==> src/rtl/lsu_ctrl.sv <==
// MEM-stage load/store controller: byte/half/word accesses on a word-addressed memory port,
// sub-word stores done as read-modify-write. Optional macro: LSU_MISALIGN_CHECK_EN.
module lsu_ctrl #(
    parameter int unsigned ADDR_W = 32
) (
    input  logic              i_clk,
    input  logic              i_rst,
    input  logic              i_req_valid,
    output logic              o_req_ready,
    input  logic              i_req_write,
    input  logic [1:0]        i_req_size,
    input  logic              i_req_unsigned,
    input  logic [ADDR_W-1:0] i_req_addr,
    input  logic [31:0]       i_req_wdata,
    output logic              o_resp_valid,
    output logic [31:0]       o_resp_rdata,
    output logic              o_resp_misaligned,
    output logic              o_stall,
    output logic [31:0]       o_mem_adr,
    output logic [31:0]       o_mem_wdata,
    output logic              o_mem_read,
    output logic              o_mem_write,
    input  logic [31:0]       i_mem_rdata
);

    typedef enum logic [2:0] {StIdle, StLoad, StRmwRd, StWrite, StRmwWr, StResp} state_e;

    state_e      r_state;
    logic [1:0]  r_lane;
    logic [1:0]  r_size;
    logic        r_unsigned;
    logic [31:0] r_wdata;
    logic [31:0] r_wbuf;
    logic [31:0] r_mem_adr;
    logic [31:0] r_resp_rdata;
    logic        r_resp_valid;
    logic        r_resp_misaligned;
    logic        r_mem_read;
    logic        r_mem_write;

    logic [ADDR_W-1:0] w_acc_addr;
    logic              w_misaligned;
    logic [31:0]       w_word_adr;
    logic [31:0]       w_rd_shift;
    logic [31:0]       w_load_data;
    logic [31:0]       w_lane_mask;
    logic [31:0]       w_merged;

    always_comb begin
        w_acc_addr = i_req_addr;
`ifdef LSU_MISALIGN_CHECK_EN
        w_misaligned = ((i_req_size == 2'b01) && i_req_addr[0]) ||
                       (i_req_size[1] && (i_req_addr[1:0] != 2'b00));
`else
        // Without the check, unaligned halves/words silently round down to alignment.
        w_misaligned = 1'b0;
        if (i_req_size == 2'b01) begin
            w_acc_addr[0] = 1'b0;
        end else if (i_req_size[1]) begin
            w_acc_addr[1:0] = 2'b00;
        end
`endif
    end

    always_comb begin
        w_word_adr = '0;
        w_word_adr[ADDR_W-3:0] = w_acc_addr[ADDR_W-1:2];
    end

    assign w_rd_shift = i_mem_rdata >> {r_lane, 3'b000};

    always_comb begin
        case (r_size)
            2'b00: w_load_data = r_unsigned ? {24'h0, w_rd_shift[7:0]}
                                            : {{24{w_rd_shift[7]}}, w_rd_shift[7:0]};
            2'b01: w_load_data = r_unsigned ? {16'h0, w_rd_shift[15:0]}
                                            : {{16{w_rd_shift[15]}}, w_rd_shift[15:0]};
            default: w_load_data = i_mem_rdata;
        endcase
    end

    assign w_lane_mask = ((r_size == 2'b00) ? 32'h0000_00FF : 32'h0000_FFFF)
                         << {r_lane, 3'b000};
    assign w_merged    = (i_mem_rdata & ~w_lane_mask) |
                         ((r_wdata << {r_lane, 3'b000}) & w_lane_mask);

    always_ff @(posedge i_clk) begin
        if (i_rst) begin
            r_state           <= StIdle;
            r_lane            <= 2'b00;
            r_size            <= 2'b00;
            r_unsigned        <= 1'b0;
            r_wdata           <= '0;
            r_wbuf            <= '0;
            r_mem_adr         <= '0;
            r_resp_rdata      <= '0;
            r_resp_valid      <= 1'b0;
            r_resp_misaligned <= 1'b0;
            r_mem_read        <= 1'b0;
            r_mem_write       <= 1'b0;
        end else begin
            r_resp_valid      <= 1'b0;
            r_resp_misaligned <= 1'b0;
            r_mem_read        <= 1'b0;
            r_mem_write       <= 1'b0;
            case (r_state)
                StIdle: begin
                    if (i_req_valid) begin
                        r_lane       <= w_acc_addr[1:0];
                        r_size       <= i_req_size;
                        r_unsigned   <= i_req_unsigned;
                        r_wdata      <= i_req_wdata;
                        r_mem_adr    <= w_word_adr;
                        r_resp_rdata <= '0;
                        if (w_misaligned) begin
                            r_state           <= StResp;
                            r_resp_valid      <= 1'b1;
                            r_resp_misaligned <= 1'b1;
                        end else if (!i_req_write) begin
                            r_state    <= StLoad;
                            r_mem_read <= 1'b1;
                        end else if (i_req_size[1]) begin
                            r_state     <= StWrite;
                            r_mem_write <= 1'b1;
                        end else begin
                            r_state    <= StRmwRd;
                            r_mem_read <= 1'b1;
                        end
                    end
                end
                StLoad: begin
                    r_resp_rdata <= w_load_data;
                    r_state      <= StResp;
                    r_resp_valid <= 1'b1;
                end
                StRmwRd: begin
                    r_wbuf      <= w_merged;
                    r_state     <= StRmwWr;
                    r_mem_write <= 1'b1;
                end
                StWrite, StRmwWr: begin
                    r_state      <= StResp;
                    r_resp_valid <= 1'b1;
                end
                StResp:  r_state <= StIdle;
                default: r_state <= StIdle;
            endcase
        end
    end

    assign o_req_ready       = (r_state == StIdle);
    assign o_stall           = (i_req_valid & ~o_req_ready) | (r_state != StIdle);
    assign o_resp_valid      = r_resp_valid;
    assign o_resp_rdata      = r_resp_rdata;
    assign o_resp_misaligned = r_resp_misaligned;
    assign o_mem_adr         = r_mem_adr;
    assign o_mem_wdata       = (r_state == StRmwWr) ? r_wbuf : r_wdata;
    // Reset is synchronous, so strobes must be masked during the reset cycle itself.
    assign o_mem_read        = r_mem_read & ~i_rst;
    assign o_mem_write       = r_mem_write & ~i_rst;

endmodule

==> config.mk <==
export PLATFORM = sky130hd
export DESIGN_NAME = lsu_ctrl
export DESIGN_NICKNAME = d
export VERILOG_FILES = /design/src/rtl/lsu_ctrl.sv
export SDC_FILE = /design/constraint.sdc
export NUM_CORES = 1
export LEC_CHECK = 0
export CORE_MARGIN = 5
export CORE_UTILIZATION = 42
export CTS_BUF_LIST = sky130_fd_sc_hd__clkbuf_16
export CTS_CLUSTER_DIAMETER = 50
export DETAILED_ROUTE_END_ITERATION = 16
export GPL_ROUTABILITY_DRIVEN = 0
export PLACE_DENSITY = 0.88
export SLEW_MARGIN = 10
export SYNTH_ARGS = -nofsm -noshare
export SYNTH_HDL_FRONTEND = slang
export SYNTH_SLANG_ARGS = --single-unit
export TNS_END_PERCENT = 20
==> constraint.sdc <==
create_clock -name i_clk -period 1.9 [get_ports i_clk]
set_input_delay 0.57 -clock i_clk [delete_from_list [all_inputs] [get_ports i_clk]]
set_output_delay 0.57 -clock i_clk [all_outputs]
set_load 0.02 [all_outputs]
==> results of run 1 <==
layer usage:
| layer | track usage | routed length, um | up-vias |
|---|---|---|---|
| li1 | - | - | 3056 |
| met1 | 0.277 | 8650 | 3007 |
| met2 | 0.397 | 10400 | 282 |
| met3 | 0.0892 | 1880 | 49 |
| met4 | 0.0970 | 688 | 0 |
| met5 | 0 | 0 | - |
registers in the layout, indices dropped and copies added, names as in the netlist:
name and count:
r_wbuf 32, r_wdata 32, o_mem_adr 30, o_resp_rdata 32
r_lane 2, r_mem_read 1, r_mem_write 1, r_size 2
r_state 3, r_unsigned 1, o_resp_valid 1
stage by stage:
| step | hold slack [ns] | instances | power, mW |
|---|---|---|---|
| 2_1_floorplan | 0.433 | 741 | 4.46 |
| 4_1_cts | 0.443 | 1164 | 8.81 |
| 3_3_place_gp | 0.431 | 1129 | 5.58 |
| 6_report | 0.441 | 1164 | 8.80 |
| 5_1_grt | 0.466 | 1164 | 9.16 |
| 3_5_place_dp | 0.436 | 1129 | 5.61 |
synth_stat cells (8+ instances only):
library cell  count
nor2_1           33
a311oi_1          8
a21oi_1          77
o221ai_1         15
o21bai_1         16
mux2i_1          26
clkbuf_1         48
nand2b_1         31
o22ai_1           8
o32ai_1          16
nor2b_1          11
a2bb2oi_1         9
buf_2            14
a22oi_1          23
o21ai_0          19
dfxtp_1         137
nor3b_1           9
nand2_1         160
a211oi_1          9
mux2_2           40
repair_timing:
action,4_1_cts,5_1_grt
gates resized for setup,221,21
hold endpoints to repair,0,0
setup buffers,2,0
endpoints found under the setup margin,99,48
cloned,1,0
pin swaps,2,2
worst paths after layout:
path,from,endpoint,slack (ns),cells after the start
hold reg to reg,o_resp_rdata[3],o_resp_rdata[3],0.44,2
setup / recovery,r_state[0],o_mem_wdata[12],-0.39,5
setup reg to reg,r_lane[0],o_resp_rdata[10],0.07,5
hold / removal,o_resp_rdata[3],o_resp_rdata[3],0.44,2
area by class of cell:
| cell class | instances | share of cell area |
|---|---|---|
| flip-flops and latches | 137 | 0.293 |
| repair buffers | 274 | 0.265 |
| clock inverters | 15 | 0.0178 |
| multi-input cells | 534 | 0.353 |
| clock buffers | 17 | 0.0454 |
| well taps | 184 | 0.0246 |
| inverters | 3 | 0.00120 |
logic make-up after synthesis:
family | Yosys count
compound gates | 204
mux | 67
other cells | 1
simple gates | 260
flops | 137
buf+inv | 70
power groups by stage:
stage | Combinational (mW) | Sequential [mW] | Clock [mW]
after detailed placement | 2.28 | 3.33 | 0
final | 2.23 | 3.27 | 3.30
after global routing | 2.38 | 3.30 | 3.49
after floorplan | 1.01 | 3.45 | 0
after global placement | 2.25 | 3.33 | 0
after CTS | 2.20 | 3.27 | 3.34
worst register-to-register path, cell delays in order (launching register included):
cell and delay [ns]:
dfxtp_1 0.60, mux2i_1 0.18, buf_4 0.16, o22a_1 0.20
or3_1 0.46, o221ai_1 0.14
==> impl_summary.log, run 1 <==
[metrics] outcome: finished, violations left
[metrics] failing checks: negative setup slack
[metrics] number of antenna-violating nets in the routed design: 0
[metrics] antenna violations before repair: 0
[metrics] portion of synthesized cell area occupied by the leading cell type: 0.435
[metrics] deepest level of the CTS H-tree: 4
[metrics] area fraction in and, or, nand and nor cells after synthesis: 0.187
[metrics] cell types with the largest area share after synthesis: dfxtp_1 (43%), nand2_1 (9.5%), mux2_2 (7.1%)
[metrics] ordered cell list for the critical path: nor2_4 > and2_4 > buf_12 > mux2_2 > buf_4
[metrics] clock insertion delay at the later pin of the skew report: 0.42 ns
[metrics] relative slew slack: 0.551
[metrics] global-route usage over all layers: 0.238
[metrics] Std-Cell Rows: 44
[metrics] Via Count: 6394
[metrics] count of mapped cells out of synthesis: 739
[metrics] starting DRC count in detailed routing: ~570
[metrics] dominant cell type by area after synthesis: dfxtp_1
[metrics] number of synthesized flops with an enable pin: 0
[metrics] Peak VDD IR: 802 uV
[metrics] flip-flop and latch count after synthesis: 137
[metrics] leakage power figure: 3.88 nW
[metrics] syn avg cell area: 8.53 um2
[metrics] remaining routing DRC violations: 0
[metrics] HPWL after DPL: 15.8 mm
[metrics] pin count of the biggest net entering global routing: slightly below 70
[metrics] initial core utilization: 0.431
[metrics] Most used DFF post-synth: dfxtp_1
[metrics] gate family responsible for the most delay along the worst path: flip-flops
[metrics] top library cells by usage in the layout, fill and taps aside: nand2_1 (158), dfxtp_1 (134), clkdlybuf4s50_1 (100), buf_4 (78), a21oi_1 (77)
[metrics] final setup slack of the worst path: -0.386 ns
[metrics] xor and xnor area share after synthesis: 0
[metrics] slew at the pin closest to its max-slew limit: approximately 0.67 ns
[metrics] switching part of the total power: 0.308
[metrics] Non-Filler Cell Area, Final: between 9000 and 10000 um2
[metrics] register area share after synthesis: 0.435
[metrics] RSZ-0062 raised after global routing: true
[metrics] Filler Cells Inserted: 1241
[metrics] Critical Path Start Type: flip-flop
[metrics] total internal power: 6.09 mW
[metrics] share of the core filled with cells in the final layout: 0.640
[metrics] Worst Setup End Kind: output port
[metrics] critical path fanouts, max: 10
[metrics] Floorplan Core Area: 14600 um2
[metrics] I/O Buffers: 201
[metrics] Multi-input gate area: 3310 um2
[metrics] area growth from synthesis to layout: 48.6%
[metrics] cell with the largest stage delay on the worst path: dfxtp_2
[metrics] combinational power share: 0.253
[metrics] die extent in y: 133 um
[metrics] Total Die Area: 17600 um2
[metrics] number of global-route vias before repair: about 6.4k
[metrics] power density over the cells: about 940 nW/um2
[metrics] required time at the endpoint of the critical path: 1.33 ns
[metrics] first-pass GRT wire length: approximately 33 mm
[metrics] Data arrival, critical path: 1.72 ns
[metrics] number of vias per cell: 5.49
[metrics] multiplexer share of the synthesized area: 0.116
[metrics] number of buffers created by CTS: 17
[metrics] Final TNS setup: -11.46 ns
[metrics] horizontal die dimension: approximately 130 um
[metrics] clock network power share: 0.375
[metrics] overflow left after global routing: 0
[metrics] Net count, final: 1070
[metrics] final critical-path share of the clock period: 1.20
[metrics] I/O Pins: around 200
[metrics] switching power total: approximately 2.7 mW
[metrics] total wire length: 21.7 mm
[metrics] area fraction in compound gates after synthesis: 0.213
[metrics] final setup violation count: 33
[metrics] post-cts hold buffer count: 0
[metrics] Routed WL per cell: roughly 19 um
[metrics] total of warnings raised by yosys: 0
[metrics] leading cell type in the layout, fill and taps excluded: nand2_1
[metrics] placed cell area: 8870 um2
[metrics] final setup skew: 0.00976 ns
[metrics] clock root cell: clkbuf_16
[metrics] Max Root-Sink Buffers: 2
[metrics] async set or reset register ratio after synthesis: 0
[metrics] proportion of layout cells with a drive suffix above 1: 0.203
[metrics] slowest stage delay, CP: roughly 0.34 ns
[metrics] final critical path time including I/O delays and setup: 2.29 ns
[metrics] class of the most critical setup path: flip-flop to output port
[metrics] count of final hold-check violations: 0
[metrics] CTS tree: yes
[metrics] n_diodes: 0
[metrics] critical path buffer and inverter count: 2
[metrics] TritonCTS sink count: roughly 140
[metrics] sequential cell fraction of total power: 0.371
[metrics] worst slack at placement: -0.414 ns
[metrics] Pre-Repair DR Iteration Count: 5
[metrics] clock slew at reported path FFs: 0.06 ns
[metrics] largest family of logic cells by synthesized area: compound AO/OA/AOI/OAI gates
[metrics] min-delay worst type: flip-flop to flip-flop
[metrics] adder-cell area share of the yosys netlist: 0
[metrics] register cell area after layout: roughly 2700 um2
[metrics] Max-Cap Viols: 0
[metrics] Max Clk Rate: ~0.44 GHz
[metrics] Post-Syn Area: ~6300 um2
[metrics] number of library cell types mapped by synthesis: 40
[metrics] Final Max Tran Viols: 0
No activity file was read; power rests on OpenSTA's default activity.
==> inputs of run 2 (changes only) <==
- GPL_ROUTABILITY_DRIVEN: 0 -> not set
==> results of run 2 <==
Same layout as run 1: the final DEF is identical, and so are final timing and power.
